<file path="src/rtl/ssd_time_display.sv">
// ssd_time_display
// Serial double-dabble binary-to-BCD converter feeding an 8-digit,
// active-low seven-segment scan driver that shows the held count as SS.mmm.
// Optional build macro: SSD_LZ_BLANK_EN compiles in leading-zero blanking
// of the digits above the decimal point.
module ssd_time_display #(
  parameter int BIN_WIDTH = 16,
  parameter int DP_DIGIT  = 3
) (
  input  logic                 clk,
  input  logic                 reset,
  input  logic                 scanTick,
  input  logic [BIN_WIDTH-1:0] valueIn,
  input  logic                 load,
  input  logic                 blank,
  output logic                 busy,
  output logic                 done,
  output logic [6:0]           ssdCathode,
  output logic [7:0]           ssdAnode,
  output logic                 DP
);

  localparam int CNT_W = $clog2(BIN_WIDTH + 1);
  localparam int BCD_W = 20;
  localparam int WIDE_W = BCD_W + BIN_WIDTH;

  typedef enum logic {IDLE, CONV} state_t;

  state_t               state, state_n;
  logic                 start, step, last;
  logic [BIN_WIDTH-1:0] shreg, shreg_n;
  logic [BCD_W-1:0]     bcd, bcd_n;
  logic [CNT_W-1:0]     cnt;
  logic [BCD_W-1:0]     dig;
  logic [WIDE_W-1:0]    wide;
  logic [2:0]           scan;
  logic [7:0]           dark;
  logic [3:0]           cur_digit;

  // Double-dabble correction: any nibble of 5 or more gets +3 before the shift.
  function automatic logic [BCD_W-1:0] add3(input logic [BCD_W-1:0] b);
    logic [BCD_W-1:0] r;
    r = b;
    for (int i = 0; i < 5; i++) begin
      if (b[4*i +: 4] >= 4'd5) r[4*i +: 4] = b[4*i +: 4] + 4'd3;
    end
    return r;
  endfunction

  // Active-low segment pattern, bit0 = a ... bit6 = g.
  function automatic logic [6:0] seg7(input logic [3:0] d);
    logic [6:0] s;
    case (d)
      4'd0:    s = 7'h40;
      4'd1:    s = 7'h79;
      4'd2:    s = 7'h24;
      4'd3:    s = 7'h30;
      4'd4:    s = 7'h19;
      4'd5:    s = 7'h12;
      4'd6:    s = 7'h02;
      4'd7:    s = 7'h78;
      4'd8:    s = 7'h00;
      4'd9:    s = 7'h10;
      default: s = 7'h7F;
    endcase
    return s;
  endfunction

  // Conversion FSM state register.
  always_ff @(posedge clk or negedge reset) begin
    if (!reset) state <= IDLE;
    else        state <= state_n;
  end

  // Next state and datapath strobes; load during CONV is simply dropped.
  always_comb begin
    state_n = state;
    start   = 1'b0;
    step    = 1'b0;
    last    = 1'b0;
    case (state)
      IDLE: begin
        if (load) begin
          start   = 1'b1;
          state_n = CONV;
        end
      end
      CONV: begin
        step = 1'b1;
        if (cnt == CNT_W'(1)) begin
          last    = 1'b1;
          state_n = IDLE;
        end
      end
      default: state_n = IDLE;
    endcase
  end

  // One correct-and-shift of {scratch, shift register}.
  always_comb begin
    wide    = {add3(bcd), shreg} << 1;
    bcd_n   = wide[WIDE_W-1:BIN_WIDTH];
    shreg_n = wide[BIN_WIDTH-1:0];
  end

  // Conversion datapath; dig only changes on the final shift so the display never sees partial values.
  always_ff @(posedge clk or negedge reset) begin
    if (!reset) begin
      shreg <= '0;
      bcd   <= '0;
      cnt   <= '0;
      dig   <= '0;
      busy  <= 1'b0;
      done  <= 1'b0;
    end else begin
      done <= 1'b0;
      if (start) begin
        shreg <= valueIn;
        bcd   <= '0;
        cnt   <= CNT_W'(BIN_WIDTH);
        busy  <= 1'b1;
      end else if (step) begin
        shreg <= shreg_n;
        bcd   <= bcd_n;
        cnt   <= cnt - CNT_W'(1);
        if (last) begin
          dig  <= bcd_n;
          done <= 1'b1;
          busy <= 1'b0;
        end
      end
    end
  end

  // Per-position darkness: positions 5..7 are always off, low positions optionally blanked as leading zeros.
  always_comb begin
    dark = 8'hE0;
`ifdef SSD_LZ_BLANK_EN
    begin
      logic seen;
      seen = 1'b0;
      for (int i = 4; i >= 0; i--) begin
        if (dig[4*i +: 4] != 4'd0) seen = 1'b1;
        if ((i > DP_DIGIT) && !seen) dark[i] = 1'b1;
      end
    end
`endif
  end

  // Digit currently addressed by the scan counter.
  always_comb begin
    case (scan)
      3'd0:    cur_digit = dig[3:0];
      3'd1:    cur_digit = dig[7:4];
      3'd2:    cur_digit = dig[11:8];
      3'd3:    cur_digit = dig[15:12];
      3'd4:    cur_digit = dig[19:16];
      default: cur_digit = 4'd0;
    endcase
  end

  // Scan driver: register outputs from the current position on each tick, then advance.
  always_ff @(posedge clk or negedge reset) begin
    if (!reset) begin
      scan       <= 3'd0;
      ssdAnode   <= 8'hFF;
      ssdCathode <= 7'h7F;
      DP         <= 1'b1;
    end else if (scanTick) begin
      scan <= scan + 3'd1;
      if (blank || dark[scan]) begin
        ssdAnode   <= 8'hFF;
        ssdCathode <= 7'h7F;
        DP         <= 1'b1;
      end else begin
        ssdAnode   <= ~(8'd1 << scan);
        ssdCathode <= seg7(cur_digit);
        DP         <= !((DP_DIGIT <= 4) && (scan == 3'(DP_DIGIT)));
      end
    end
  end

endmodule

</file>
<file path="config.mk">
export PLATFORM = sky130hd
export DESIGN_NAME = ssd_time_display
export DESIGN_NICKNAME = d
export VERILOG_FILES = /design/src/rtl/ssd_time_display.sv
export SDC_FILE = /design/constraint.sdc
export NUM_CORES = 1
export LEC_CHECK = 0
export ABC_AREA = 1
export CAP_MARGIN = 30
export CELL_PAD_IN_SITES_DETAIL_PLACEMENT = 1
export CELL_PAD_IN_SITES_GLOBAL_PLACEMENT = 2
export CORE_MARGIN = 10
export CORE_UTILIZATION = 36
export CTS_BUF_LIST = sky130_fd_sc_hd__clkbuf_16
export DETAILED_ROUTE_END_ITERATION = 6
export MAX_ROUTING_LAYER = met4
export PLACE_DENSITY = 0.8
export SYNTH_ARGS = -nofsm -noshare
export SYNTH_HDL_FRONTEND = slang
export SYNTH_SLANG_ARGS = --single-unit
</file>
<file path="constraint.sdc">
create_clock -name clk -period 4.4 [get_ports clk]
set_clock_uncertainty 0.2 [all_clocks]
set_input_delay 0.88 -clock clk [delete_from_list [all_inputs] [get_ports clk]]
set_output_delay 0.88 -clock clk [all_outputs]
set_load 0.01 [all_outputs]
</file>
==> results of run 1 <==
[per-layer routing]
layer  track usage  up-vias  part of all wire
met4       0.06430        0             0.023
met3       0.02957       17             0.034
li1              -     1614                 -
met1        0.1500     1583              0.45
met5             -        -                 0
met2        0.2224       45              0.49
[how the worst max path moves through the flow]
stage,to,slack (ps)
2_1_floorplan,ssdCathode[3]$_DFFE_PN1P_,2300
3_3_place_gp,ssdCathode[5]$_DFFE_PN1P_,1440
3_5_place_dp,ssdCathode[6]$_DFFE_PN1P_,1340
4_1_cts,ssdCathode[6]$_DFFE_PN1P_,1680
5_1_grt,ssdCathode[3]$_DFFE_PN1P_,1480
6_report,ssdCathode[6]$_DFFE_PN1P_,1700
[logic make-up (layout without fill, tap and decap cells)]
group / count (synthesis) / after routing / synth area share
DFF: 82 / 82 / 0.5029
buffers and inverters: 76 / 116 / 0.07840
xor gates and xnor gates: 8 / 8 / 0.01702
and+or+nand+nor: 199 / 199 / 0.2091
adders and majority gates: 23 / 23 / 0.06989
AOI/OAI and AO/OA: 91 / 91 / 0.1228
[power groups by stage]
stage	Clock [mW]	Combinational, mW	Sequential, mW
global placement	0	1.55	1.32
floorplan	0	1.15	1.29
finish	0.726	1.58	1.32
global route	0.783	1.85	1.37
CTS	0.745	1.63	1.32
detailed placement	0	1.62	1.33
[cells in the final DEF, fill, tap and decap left out, drive strengths merged, types with 4 or more instances in the layout]
cell type      instances
nand2                122
dfrtp                 67
inv                   61
o21ai                 51
nor2                  45
clkdlybuf4s50         37
nand3                 25
ha                    23
a21oi                 16
dfstp                 15
o22ai                 12
clkbuf                 9
xor2                   8
o211ai                 5
o221ai                 4
clkinv                 4
buf                    4
[final cells by class]
class	count	share of cell area
flip-flops and latches	82	0.4229
multi-input cells	321	0.3522
repair buffers	41	0.08587
inverters	59	0.04626
clock buffers	9	0.04600
well taps	140	0.03578
clock inverters	7	0.01099
[sequential cells by signal, indices dropped and copies added (netlist names), 3 cells and up]
name	flops
scan	3
ssdCathode	7
ssdAnode	7
cnt	5
bcd	20
shreg	16
dig	20
[through the flow]
step	instance area, um^2	power [mW]	hold WS [ps]
after floorplan	4118	2.432	242.2
after global placement	4589	2.872	267.0
after detailed placement	4617	2.949	271.7
after CTS	4896	3.694	216.0
after global routing	4896	3.999	230.2
final	4896	3.622	220.0
[worst max-delay path: stages]
cell and delay [ps]:
clkdlybuf4s50_1 900, inv_1 210, nor2_2 200, o21ai_0 140, inv_1 160, nand2_2 100
nor2_1 110, nor2_1 50
==> key figures, run 1 <==
Worst setup path
  • Reg2Reg Depth: 11
  • Critical Path RT: 4470 ps
  • RR Startpoint: scan[2]$_DFFE_PN0P_
  • Crit path launch type: input pin
  • Reg-to-Reg End: ssdCathode[3]$_DFFE_PN1P_
  • Max FO, Critical Path: 19
  • Worst setup EP type: register
  • Flop2flop setup slack: 1870 ps
  • Worst Setup Path Type: input pin to register
  • Worst Path Arrival: 2760 ps
  • CP Launch Point: scanTick

Synth
  • Synth top area share: 0.4072
  • Seq/Total Area, Yosys: 0.5029
  • Most frequent cell after synthesis: nand2_1
  • Register bit count reported by yosys: ~80
  • Count of cell types in the netlist: 31
  • Synth top area cells: dfrtp_1 (41%), nand2_1 (11%), dfstp_2 (9.6%), ha_1 (7.0%), o21ai_0 (6.2%)
  • Asr flop ratio synth: 1.000
  • Synth top cells by count: nand2_1 (119), dfrtp_1 (67), inv_1 (55)
  • Mapped Nets: between 500 and 600
  • Synthesis Warnings: 0
  • Syn Std Cell Area: 4118 um^2
  • EDFF count, synth: 0
  • Cell taking the most area after synthesis: dfrtp_1
  • Synth Instances: around 480
  • Syn_area_per_cell: 8.596 um^2
  • Most common flop cell mapped by yosys: dfrtp_1

Cells and area
  • Diodes inserted: 0
  • Area of the multi-input gates: 1724 um^2
  • Fraction of layout cells with a size suffix above 1: 0.09827
  • Finished Core Util: 0.4439
  • Area Growth Syn to Fin: 18.90%
  • Final std cells w/o fill: 659
  • Fillers: 1315
  • Seq. cell area: roughly 2100 um^2
  • Nets: 558

Pwr
  • Maximum vdd ir drop: 0.2221 mV
  • Internal power: 2.127 mW
  • Sw frac: 0.4127
  • Clock share of power: 0.200
  • Pwr dens: 739.8 nW/um^2
  • Seq pwr share: 0.364
  • Comb power frac: 0.436
  • Switching pwr: 1.495 mW
  • Leakage: 2.340 nW

Timing
  • Fin crit period: approximately 2700 ps
  • Hold Vio Cnt, Final: 0
  • Post-route worst setup slack: 1704 ps
  • Slew Viols, Final: 0
  • Rel. slew slack: 0.4458
  • Peak Freq: about 0.37 GHz
  • Setup tns final: 0 ps
  • RSZ-0062 raised after global routing: false
  • Period utilisation layout: 0.6128
  • Final Setup Violations: 0
  • Worst-Margin Slew: 830.4 ps

Clock tree
  • Num Clock Sinks: between 80 and 90
  • Worst skew pair latency: 340 ps
  • CTS Buf Count: 9
  • Clock Tree Buf Depth: 2
  • Resize count post-CTS: 0
  • Post-CTS Setup Bufs: 0
  • CTS clk-pin slew, worst paths: 60 ps
  • CTS tree: done
  • H-tree depth: 3
  • CTS Hold Bufs: 0
  • CTS root buf: clkbuf_16

Global route
  • Total track usage: 0.1340
  • First-pass GRT wire length: 17060 um
  • Largest net degree at the start of global routing: 64
  • Total gr overflow: 0
  • Antenna violations before repair: 0
  • Vias in the first global route: 3495

Floorplan
  • Die area: 16120 um^2
  • IO Pins: 39
  • Initial core utilization: 0.3733
  • # rows: 38
  • Die H: 127.0 um
  • Die X: 127.0 um
  • CORE AREA: about 11000 um^2

Run status
  • Status: finished clean

Drt
  • Antenna-violating nets left: 0
  • Drt first-iter violations: 84
  • Routed WL per cell: 15.15 um
  • Vias: 3259
  • Post-DR vias/cell: 4.945
  • Routed Wire Length: about 10000 um
  • DR DRC count: 0
  • 1st-pass router iterations: 4

Hold path
  • Worst hold-check path type: input pin to asynchronous set/reset pin

Placed design
  • Port Buffers: 38
  • DP Worst Slack: 1340 ps
  • Final RePlAce weighted congestion: 0.7697
  • Hpwl dp: 7350 um
  • Placed Cells incl. Taps: 643

Job
  • Max-cap violation count: 0
(Power assumes the default switching activity.)
==> run 2: changes to the inputs <==
Settings changed: CORE_UTILIZATION 36 to 35, PLACE_DENSITY 0.8 to 0.78.
Clock period 4.4 ns to 2.7 ns, I/O delays scaled along.
==> key figures, run 2 (synthesis gave the netlist of run 1 again) <==
Global route
  • First-pass GRT wire length: 17790 um (was 17060 um)
  • Largest net degree at the start of global routing: 36 (was 64)
  • Antenna violations before repair: 0 (unchanged)
  • Total track usage: 0.1367 (was 0.1340)
  • Vias in the first global route: 3616 (was 3495)
  • Total gr overflow: 0 (unchanged)

Floorplan
  • CORE AREA: 11470 um^2 (was 11030 um^2)
  • Die X: 128.5 um (was 127.0 um)
  • Die H: 128.5 um (was 127.0 um)
  • Initial core utilization: 0.3591 (was 0.3733)
  • IO Pins: 39 (unchanged)
  • # rows: 39 (was 38)
  • Die area: 16500 um^2 (was 16120 um^2)

Pwr
  • Pwr dens: 1197 nW/um^2 (was 739.8 nW/um^2)
  • Leakage: 2.377 nW (was 2.340 nW)
  • Maximum vdd ir drop: 0.4318 mV (was 0.2221 mV)

Drt
  • Post-DR vias/cell: 4.882 (was 4.945)
  • Vias: 3266 (was 3259)
  • Drt first-iter violations: 147 (was 84)
  • DR DRC count: 0 (unchanged)
  • 1st-pass router iterations: 4 (unchanged)
  • Routed Wire Length: 10220 um (was 9985 um)
  • Routed WL per cell: 15.27 um (was 15.15 um)
  • Antenna-violating nets left: 0 (unchanged)

Placed design
  • Hpwl dp: 7559 um (was 7350 um)
  • DP Worst Slack: 282.6 ps (was 1340 ps)
  • Final RePlAce weighted congestion: 0.7991 (was 0.7697)
  • Port Buffers: 38 (unchanged)
  • Instance area after placement: 4683 um^2 (was 4617 um^2)

Clock tree
  • H-tree depth: 3 (unchanged)
  • Resize count post-CTS: 0 (unchanged)
  • Num Clock Sinks: 82 (unchanged)
  • Worst skew pair latency: 340 ps (about the same)
  • CTS Buf Count: 9 (unchanged)
  • CTS clk-pin slew, worst paths: 60 ps (about the same)
  • CTS root buf: clkbuf_16 (unchanged)
  • CTS tree: done (unchanged)
  • Clock Tree Buf Depth: 2 (unchanged)

Timing
  • Worst-Margin Slew: 520.5 ps (was 830.4 ps)
  • Period utilisation layout: 0.8916
  • Fin crit period: roughly 2400 ps
  • Peak Freq: 0.4154 GHz
  • Post-route worst setup slack: 292.6 ps (was 1704 ps)
  • Slew Viols, Final: 0 (unchanged)
  • Hold Vio Cnt, Final: 0 (unchanged)
  • Setup tns final: 0 ps (unchanged)
  • Final Setup Violations: 0 (unchanged)
  • RSZ-0062 raised after global routing: false (unchanged)
  • Hold_ws: 290.2 ps (was 220.0 ps)
  • Rel. slew slack: 0.6530 (was 0.4458)

Worst setup path
  • RR Startpoint: scan[2]$_DFFE_PN0P_ (unchanged)
  • Max FO, Critical Path: 10 (was 19)
  • Worst setup EP type: register (unchanged)
  • Critical Path RT: 2790 ps (was 4470 ps)
  • Crit path launch type: register (was input pin)
  • Worst Path Arrival: 2500 ps (was 2760 ps)
  • Reg2Reg Depth: 11 (unchanged)
  • Worst Setup Path Type: register to register (was input pin to register)
  • Flop2flop setup slack: 290 ps (was 1870 ps)
  • Reg-to-Reg End: ssdCathode[1]$_DFFE_PN1P_ (was ssdCathode[3]$_DFFE_PN1P_)

Cells and area
  • Diodes inserted: 0 (unchanged)
  • Commonest non-fill, non-tap cell in the layout: nand2_1 (unchanged)
  • Largest registers: bcd: 20 flops, dig: 20 flops, shreg: 16 flops (unchanged)
  • Most frequent cells in the layout: nand2_1 (119), dfrtp_1 (67), inv_1 (57), o21ai_0 (51), nor2_1 (38) (was nand2_1 (119), dfrtp_1 (67), inv_1 (58), o21ai_0 (51), nor2_1 (38))
  • Area of the multi-input gates: 1724 um^2 (unchanged)
  • Nets: 565 (was 558)
  • Cell area after layout: 4981 um^2 (was 4896 um^2)
  • Fraction of layout cells with a size suffix above 1: 0.1141 (was 0.09827)
  • Fillers: 1391 (was 1315)
  • Seq. cell area: 2071 um^2 (unchanged)
  • Area Growth Syn to Fin: 20.97% (was 18.90%)

Run status
  • Status: finished clean (unchanged)

Hold path
  • Hold Path Depth: 2
  • Worst hold-check path type: register to register (was input pin to asynchronous set/reset pin)
  • Hold EP: ssdAnode[1]$_DFFE_PN1P_
  • Hold path start: ssdAnode[1]$_DFFE_PN1P_

Job
  • Max-cap violation count: 0 (unchanged)
==> run 2: changes by cell type in the layout (fill, tap and decap cells not counted) <==
cell / delta
clkinv_1: -2
dlygate4sd3_1: +1
inv_1: -1
clkinvlp_4: +2
buf_12: +3
clkinv_2: +1
buf_16: -1
buf_4: +4
==> run 2: repair_timing <==
item,4_1_cts,5_1_grt
endpoints found under the hold margin,33,0
hold buffers,1,0
buffers inserted,0,0
==> run 2: worst max path at each step <==
| stage | to | slack, ps | cells past startpoint | start |
|---|---|---|---|---|
| 2_1_floorplan | ssdCathode[3]$_DFFE_PN1P_ | 600 | 14 | scan[0]$_DFFE_PN0P_ |
| 3_3_place_gp | ssdCathode[1]$_DFFE_PN1P_ | 390 | 11 | scan[2]$_DFFE_PN0P_ |
| 3_5_place_dp | ssdCathode[1]$_DFFE_PN1P_ | 280 | 11 | scan[2]$_DFFE_PN0P_ |
| 4_1_cts | ssdCathode[1]$_DFFE_PN1P_ | 260 | 11 | scan[2]$_DFFE_PN0P_ |
| 5_1_grt | ssdCathode[1]$_DFFE_PN1P_ | 60 | 11 | scan[2]$_DFFE_PN0P_ |
| 6_report | ssdCathode[1]$_DFFE_PN1P_ | 290 | 11 | scan[2]$_DFFE_PN0P_ |
==> run 2: cell type report <==
type                            count  share of cell area
Clock buffer                        9             0.04521
Clock inverter                      7             0.01256
Sequential cell                    82              0.4157
Tap cell                          143             0.03592
Multi-Input combinational cell    321              0.3461
Inverter                           59             0.04547
Timing Repair Buffer               48             0.09897
==> run 2: per-stage QoR <==
step                      cells    util  power, mW
after floorplan             479       -      3.964
after global placement      652  0.4084      4.705
after detailed placement    652  0.4084      4.826
after CTS                   669  0.4344      6.076
after global routing        669  0.4344      6.592
final                       669  0.4344      5.961
==> run 2: report_power, final <==
group	switching (mW)	total, mW	internal (mW)
Sequential	0.363	2.17	1.80
Clock	0.495	1.20	0.706
Combinational	1.61	2.59	0.985
Total	2.47	5.96	3.49
==> run 2: critical path, cell delays in order, from the launching register on <==
cell and delay [ps]:
dfrtp_1 600, inv_6 110, ha_1 270, nand2_1 80
nand2_1 70, nor2_2 250, inv_1 110, ha_1 300
nor2_1 140, nand3b_1 120, nand2_1 50, inv_1 50
==> run 2: layer usage <==
| layer | global-route usage | wire, um | share of wire |
|---|---|---|---|
| met1 | 0.1576 | 4695 | 0.46 |
| met2 | 0.2264 | 4983 | 0.49 |
| met3 | 0.02669 | 345 | 0.034 |
| met4 | 0.05960 | 192 | 0.019 |
| met5 | - | 0 | 0 |
